`src/rtl/capsense_csd_scan_ctrl.sv`:
```
// rtl/capsense_csd_scan_ctrl.sv - CSD scan sequencer with optional PRS-dithered precharge strobe
module capsense_csd_scan_ctrl #(
   parameter int NumSensors = 8,
   parameter bit PrsEnable  = 1'b1
) (
   input  logic       clock,
   input  logic       reset,
   input  logic       enable,
   input  logic       scan_req,
   input  logic       abort,
   input  logic [7:0] divider,
   input  logic [7:0] settle_cycles,
   input  logic       meas_done,
   output logic       meas_start,
   output logic       pulse,
   output logic [3:0] sensor_sel,
   output logic       sensor_en,
   output logic       busy,
   output logic       sensor_done,
   output logic       scan_done
);

   typedef enum logic [2:0] {
      S_IDLE    = 3'd0,
      S_SELECT  = 3'd1,
      S_START   = 3'd2,
      S_RELEASE = 3'd3,
      S_NEXT    = 3'd4
   } state_t;

   localparam logic [3:0] LastSel = 4'(NumSensors - 1);

   state_t     r_state;
   logic [7:0] r_settle;
   logic [3:0] r_sensor_sel;
   logic       r_meas_start;
   logic       r_sensor_en;
   logic       r_busy;
   logic       r_sensor_done;
   logic       r_scan_done;

   logic [7:0] r_strobe;
   logic [7:0] r_lfsr;
   logic       r_pulse;

   logic [8:0] w_sum;
   logic [7:0] w_reload;
   logic       w_fb;
   logic       w_last;

   assign w_last = (r_sensor_sel == LastSel);

   always_ff @(posedge clock or negedge reset) begin
      if (!reset) begin
         r_state       <= S_IDLE;
         r_settle      <= 8'd0;
         r_sensor_sel  <= 4'd0;
         r_meas_start  <= 1'b0;
         r_sensor_en   <= 1'b0;
         r_busy        <= 1'b0;
         r_sensor_done <= 1'b0;
         r_scan_done   <= 1'b0;
      end else begin
         r_sensor_done <= 1'b0;
         r_scan_done   <= 1'b0;
         // Abort and run-disable override every other transition, without completion pulses.
         if ((r_state != S_IDLE) && (abort || !enable)) begin
            r_state      <= S_IDLE;
            r_busy       <= 1'b0;
            r_sensor_en  <= 1'b0;
            r_meas_start <= 1'b0;
         end else begin
            case (r_state)
               S_IDLE: begin
                  if (enable && scan_req) begin
                     r_state      <= S_SELECT;
                     r_sensor_sel <= 4'd0;
                     r_settle     <= settle_cycles;
                     r_busy       <= 1'b1;
                     r_sensor_en  <= 1'b1;
                  end
               end
               S_SELECT: begin
                  if (r_settle == 8'd0) begin
                     r_state      <= S_START;
                     r_meas_start <= 1'b1;
                  end else begin
                     r_settle <= r_settle - 8'd1;
                  end
               end
               S_START: begin
                  if (meas_done) begin
                     r_state      <= S_RELEASE;
                     r_meas_start <= 1'b0;
                  end
               end
               S_RELEASE: begin
                  if (!meas_done) begin
                     r_state       <= S_NEXT;
                     r_sensor_en   <= 1'b0;
                     r_sensor_done <= 1'b1;
                     r_scan_done   <= w_last;
                  end
               end
               S_NEXT: begin
                  if (w_last) begin
                     r_state <= S_IDLE;
                     r_busy  <= 1'b0;
                  end else begin
                     r_state      <= S_SELECT;
                     r_sensor_sel <= r_sensor_sel + 4'd1;
                     r_settle     <= settle_cycles;
                     r_sensor_en  <= 1'b1;
                  end
               end
               default: begin
                  r_state      <= S_IDLE;
                  r_busy       <= 1'b0;
                  r_sensor_en  <= 1'b0;
                  r_meas_start <= 1'b0;
               end
            endcase
         end
      end
   end

   // Dithered reload adds the two LFSR LSBs to the divider, clamped to the 8-bit counter range.
   assign w_sum    = {1'b0, divider} + {7'd0, r_lfsr[1:0]};
   assign w_reload = PrsEnable ? (w_sum[8] ? 8'hFF : w_sum[7:0]) : divider;
   assign w_fb     = r_lfsr[7] ^ r_lfsr[5] ^ r_lfsr[4] ^ r_lfsr[3];

   always_ff @(posedge clock or negedge reset) begin
      if (!reset) begin
         r_strobe <= 8'd0;
         r_lfsr   <= 8'hFF;
         r_pulse  <= 1'b0;
      end else if (!enable) begin
         r_strobe <= w_reload;
         r_pulse  <= 1'b0;
      end else if (r_strobe == 8'd0) begin
         r_strobe <= w_reload;
         r_pulse  <= 1'b1;
         r_lfsr   <= {r_lfsr[6:0], w_fb};
      end else begin
         r_strobe <= r_strobe - 8'd1;
         r_pulse  <= 1'b0;
      end
   end

   assign meas_start  = r_meas_start;
   assign pulse       = r_pulse;
   assign sensor_sel  = r_sensor_sel;
   assign sensor_en   = r_sensor_en;
   assign busy        = r_busy;
   assign sensor_done = r_sensor_done;
   assign scan_done   = r_scan_done;

endmodule
```
`config.mk`:
```
export PLATFORM = sky130hd
export DESIGN_NAME = capsense_csd_scan_ctrl
export DESIGN_NICKNAME = d
export VERILOG_FILES = /design/src/rtl/capsense_csd_scan_ctrl.sv
export SDC_FILE = /design/constraint.sdc
export NUM_CORES = 1
export LEC_CHECK = 0
export ABC_AREA = 1
export CORE_MARGIN = 1
export CORE_UTILIZATION = 50
export CTS_CLUSTER_SIZE = 25
export DETAILED_ROUTE_END_ITERATION = 10
export GPL_ROUTABILITY_DRIVEN = 0
export GPL_TIMING_DRIVEN = 0
export MAX_ROUTING_LAYER = met4
export PLACE_DENSITY = 0.78
export SETUP_SLACK_MARGIN = 0.15
export SYNTH_ARGS = -nofsm -noshare
export SYNTH_HDL_FRONTEND = slang
export SYNTH_SLANG_ARGS = --single-unit
```
`constraint.sdc`:
```
create_clock -name clock -period 2.5 [get_ports clock]
set_input_delay 0.375 -clock clock [delete_from_list [all_inputs] [get_ports clock]]
set_output_delay 0.375 -clock clock [all_outputs]
set_load 0.005 [all_outputs]
```
Word level (Yosys, flattened, before mapping)
Index checks and enable logic that the tools add are counted.
Widths: inputs -> output; s select.
{"block": "totals", "input_bits": 22, "output_inout_bits": 10, "register_bits": 37, "wordCells": 93}
{"block": "op_classes", "n_bitwise": 4, "n_reduce_logical": 20, "eq_ne": 17, "mux": 37, "addsub": 4}
{"cell": "$mux 8", "n": 6}
{"cell": "$pmux 8 s3", "n": 1}
{"cell": "$mux 1", "n": 18}
{"cell": "$ne 3x3->1 const B", "n": 6}
{"cell": "$logic_not 8->1", "n": 2}
{"cell": "$sub 8x1->8 const B", "n": 2}
{"cell": "$mux 3", "n": 5}
{"cell": "$pmux 3 s5", "n": 1}
{"cell": "$reduce_and 4->1", "n": 3}
{"cell": "$add 8x2->9", "n": 1}
{"cell": "$mux 4", "n": 2}
{"cell": "$pmux 4 s2", "n": 1}
{"cell": "$eq 3x2->1 const B", "n": 2}
{"cell": "$ne 2x1->1 const B", "n": 3}
{"cell": "$ne 2x2->1 const B", "n": 3}
{"cell": "$pmux 1 s3", "n": 2}
{"cell": "$reduce_and 3->1", "n": 2}
{"cell": "$reduce_bool 3->1", "n": 2}
{"cell": "$reduce_or 3->1", "n": 2}
{"cell": "$reduce_and 5->1", "n": 1}
{"cell": "$add 4x1->4 const B", "n": 1}
{"cell": "$eq 4x3->1 const B", "n": 1}
{"cell": "$pmux 1 s4", "n": 1}
{"cell": "$eq 3x1->1 const B", "n": 1}
{"cell": "10 further kinds", "n": 13}

Longest topological paths before layout
Gate-level depths: netlist of the first run.
{"block": "logic_depth", "ltp_word": 5, "ltp_mapped": 10, "depth_no_buf": 10}

Least setup slack after synthesis of the first run
No wires, ideal clock.
{"block": "synth_path", "path_type": "register to register", "start": "register r_lfsr[0]", "end": "register r_strobe[5]", "setup_ps": 71, "period_less_slack_ps": 1850, "arrival_ps": 1779, "stages_incl_launch_ff": 11, "slack_ps": 650, "path_buffers": 0, "cell_sequence": "dfstp_2 > ha_1 > inv_1 > fa_1 > inv_1 > nand2_1 > nor2_1 > nand4_1 > nand2_2 > nor2_1 > nor2_1"}
{"block": "synth_between", "elab_chain_len": 4}
{"element": "start: declaration", "line": "43", "source": "logic [7:0] r_lfsr;"}
{"element": "start signal: assignment", "line": "143", "source": "r_lfsr <= {r_lfsr[6:0], w_fb};"}
{"element": "$add 8x2->9 *", "line": "128", "source": "assign w_sum = {1'b0, divider} + {7'd0, r_lfsr[1:0]};"}
{"element": "$mux 8 *", "line": "129", "source": "assign w_reload = PrsEnable ? (w_sum[8] ? 8'hFF : w_sum[7:0]) : divider;"}
{"element": "$mux 8", "line": "140", "source": "end else if (r_strobe == 8'd0) begin"}
{"element": "$mux 8 *", "line": "137", "source": "end else if (!enable) begin"}
{"element": "end signal: assignment", "line": "138", "source": "r_strobe <= w_reload;"}
{"element": "end signal: assignment", "line": "141", "source": "r_strobe <= w_reload;"}
{"element": "end signal: assignment", "line": "145", "source": "r_strobe <= r_strobe - 8'd1;"}
{"element": "end: declaration", "line": "42", "source": "logic [7:0] r_strobe;"}
Every way passes the cells marked *; elsewhere a longest branch is shown, timed or not.
A chain may end at the register's enable or synchronous reset.

Final worst setup path of the first run
{"block": "layout_path", "start": "register r_lfsr[0]", "end": "register r_strobe[2]"}
The elaborated chain is that of the path after synthesis.

==> run metrics, run 1 <==
sw frac=about 42%; Post-DP HPWL=3.42 mm; Combinational Power Share=between 40 and 50%; worst slew margin relative to its limit=46.4%; top_reg_cell synth=dfrtp_1; flops & latches, synth=37; largest net degree at the start of global routing=38; Setup Crit Path Kind=flip-flop to flip-flop; clock group share of total power=18.8%; setup_tns=0 ps; htree depth=2; Compound-Gate Fraction of Synth Area=6.19%; FF-to-FF End=r_strobe[2]$_DFF_PN0_; status=finished clean; power per cell area=821 mW/mm^2; die height=70.2 um; Post-Syn Area=~0.0023 sq mm; fin. max-slew vios=0; DR WL/cell=11.3 um; Area Growth Syn to Fin=19.8%; Yosys warning count=0; Slowest-stage cell, CP=dfstp_2; CP delay by family, top=simple AND/OR/NAND/NOR gates; largest family of logic cells by synthesized area=simple AND/OR/NAND/NOR gates; WP data required=around 2700 ps; R2R depth=10; HP Class=input pin to async pin; Max Fclk=466 MHz; number of routed nets with antenna violations=0; vias in the first global route=roughly 2000; Synth Area in XOR/XNOR=around 4.9%; DRT Wirelength=approximately 4.7 mm; worst-margin pin slew=about 800 ps; startpoint types=flip-flop; Chip Width=70.2 um; Worst EP arrival=roughly 2400 ps; final worst path period share=85.9%; register area share after synthesis=40.2%; most frequent CP cell=inv_1; Layout Skew=9.16 ps; Sequential Power Share=36.8%; FF-to-FF setup slack=around 350 ps; CP endpoint kind=flip-flop; WP depth=10; Yosys cell types=27; max-cap check violation count=0; total chip power=2.29 mW; worst stage delay on the critical path=around 550 ps; Peak VDD IR=417 uV; TritonRoute pass-1 iters=4; Sink Count=37; Avg Inst Size Synth=around 7.3 sq um; initial antenna violation count=0; Total GRT Usage=21.8%; Residual DRC=0; Adder-Cell Fraction of Synth Area=4.63%; clock latency on the worst-skew pair=290 ps; CTS tree=built; Syn Inst Count=320; CTS Hold Buffers Added=0; # setup viols final=0; Pint=between 1 and 1.5 mW; I/O pin count=32; # nets final=between 300 and 400; DR vias=2052; buffers and inverters on the worst path=3; PostCTS Resize Cnt=0; RR Startpoint=r_lfsr[0]$_DFFE_PN1P_; first-pass GRT wire length=8.34 mm; Detailed Route Iter0 Violations=122; worst-path fanout max=5; end point of the critical path=r_strobe[2]$_DFF_PN0_; starting density of the core=52.7%; Clock Path Buffers=2; n_diodes=0; Root Driver=clkbuf_8; critical path cell sequence=ha_1 > inv_1 > fa_1 > inv_1 > nand2_1 > nor2_1 > nand4_1 > nand3_1 > o21ai_0 > inv_1; Post-CTS Repair Setup Buffers=0; RSZ-0062 raised after global routing=false; Overflow after GRT=0; switching pwr=0.967 mW; Lkg Pwr=about 1.4 nW; total die area=~0.0049 sq mm; # rows=24; CORE AREA=0.00441 sq mm; critical path launch point=r_lfsr[0]$_DFFE_PN1P_; CTS clk-pin slew, worst paths=roughly 80 ps; Async SR Flop Fraction=100%; Post-synth EDFFs=0; final hold vios=0; fin crit period=2150 ps; Via density=4.99; port bufs=31; syn nets=350; multiplexer share of the synthesized area=0.430%; Synth Area in Simple Gates=36.1%; CTS buffer count=5; share of cells above drive strength 1=11.4%
per-stage QoR:
step / setup WS [ps] / std cells / hold slack (ps) / instance area, sq um / utilization [%]
3_3_place_gp: 146 / 403 / 448 / 2700 / 61.2
4_1_cts: 347 / 411 / 194 / 2790 / 63.2
3_5_place_dp: 75.7 / 403 / 458 / 2700 / 61.1
5_1_grt: 153 / 411 / 244 / 2790 / 63.2
6_report: 353 / 411 / 160 / 2790 / 63.2
2_1_floorplan: 650 / 320 / 79.4 / 2330 / -
worst min path at each step:
| stage | startpoint | endpoint | slack (ps) |
|---|---|---|---|
| after floorplan | reset | busy$_DFFE_PN0P_ | 80 |
| after global placement | r_lfsr[6]$_DFFE_PN1P_ | r_lfsr[7]$_DFFE_PN1P_ | 450 |
| after detailed placement | meas_start$_DFFE_PN0P_ | meas_start$_DFFE_PN0P_ | 460 |
| after CTS | reset | r_strobe[4]$_DFF_PN0_ | 190 |
| after global routing | reset | r_strobe[0]$_DFF_PN0_ | 240 |
| final | reset | r_strobe[4]$_DFF_PN0_ | 160 |
cell usage after synthesis, types with 2 or more instances:
master      n  area, sq um
o21ai_0    17         85.1
inv_2       2         7.51
nand2_4     2         22.5
o21ai_2     3         26.3
nand3_2     2         20.0
xor2_1      7         61.3
nand2_2     4         25.0
xnor2_1     6         52.6
nand4_1     4         25.0
buf_6       2         22.5
nor3_1      3         15.0
nor2_2      7         43.8
nor2_1     32          120
nand3_1    24          120
nand3b_1    4         30.0
a21oi_1     4         20.0
inv_1      37          139
dfstp_2     8          210
dfrtp_1    29          726
ha_1        7         87.6
nand2_1   110          413
cells by family after synthesis:
group	after synthesis
AND/OR/NAND/NOR	193
buffers and inverters	42
flip-flops	37
AO/OA/AOI/OAI	26
XOR/XNOR	13
adder cells (fa/ha/maj)	8
multiplexers	1
placed cells by master (no fill, tap or decap), drive strengths merged:
cell           Yosys  routed
nor2              39      39
clkinvlp           0       3
ha                 7       7
clkbuf             0       5
dfrtp             29      29
clkinv             1       1
dfstp              8       8
nor3               3       3
o21ai             21      21
nand3b             4       4
buf                2       3
mux2i              1       1
or2                1       1
o31ai              1       1
nand4              4       4
fa                 1       1
clkdlybuf4s50      0      30
xor2               7       7
nand3             26      26
xnor2              6       6
a21oi              4       4
inv               39      39
nand2            116     116
area by class of cell:
type                            count  area [sq um]
Buffer                              2          22.5
Clock buffer                        5          68.8
Clock inverter                      3          22.5
Fill cell                         429          1630
Inverter                           40           151
Multi-Input combinational cell    241          1220
Sequential cell                    37           936
Tap cell                           52          65.1
Timing Repair Buffer               31           305
flip-flops by register name, summed over array words and instances, names as in the netlist, 3 cells and up:
register,count
r_settle,8
r_state,3
sensor_sel,4
r_strobe,8
r_lfsr,8
power by group through the flow:
stage | combinational, mW | clock, mW | sequential, mW
after global routing | 1.18 | 0.467 | 0.857
after CTS | 1.02 | 0.442 | 0.840
after global placement | 0.991 | 0 | 0.845
after floorplan | 0.762 | 0 | 0.823
after detailed placement | 1.01 | 0 | 0.847
final | 1.01 | 0.431 | 0.841
per-layer routing:
metal	share of wire [%]	vias up	GRT usage, %
li1	-	1073	-
met1	48	935	28.0
met2	47	40	34.8
met4	1.2	0	6.67
met3	4.1	4	4.47
met5	0	-	-
No activity file was read; power rests on OpenSTA's default activity.
==> inputs of run 2 (changes only) <==
--- a/config.mk
+++ b/config.mk
@@ -6,6 +6,7 @@
 export NUM_CORES = 1
 export LEC_CHECK = 0
 export ABC_AREA = 1
+export CAP_MARGIN = 20
 export CORE_MARGIN = 1
 export CORE_UTILIZATION = 50
 export CTS_CLUSTER_SIZE = 25
@@ -18,3 +19,4 @@
 export SYNTH_ARGS = -nofsm -noshare
 export SYNTH_HDL_FRONTEND = slang
 export SYNTH_SLANG_ARGS = --single-unit
+export TNS_END_PERCENT = 100
==> results of run 2 <==
Same layout as run 1: the final DEF is identical, and so are final timing and power.
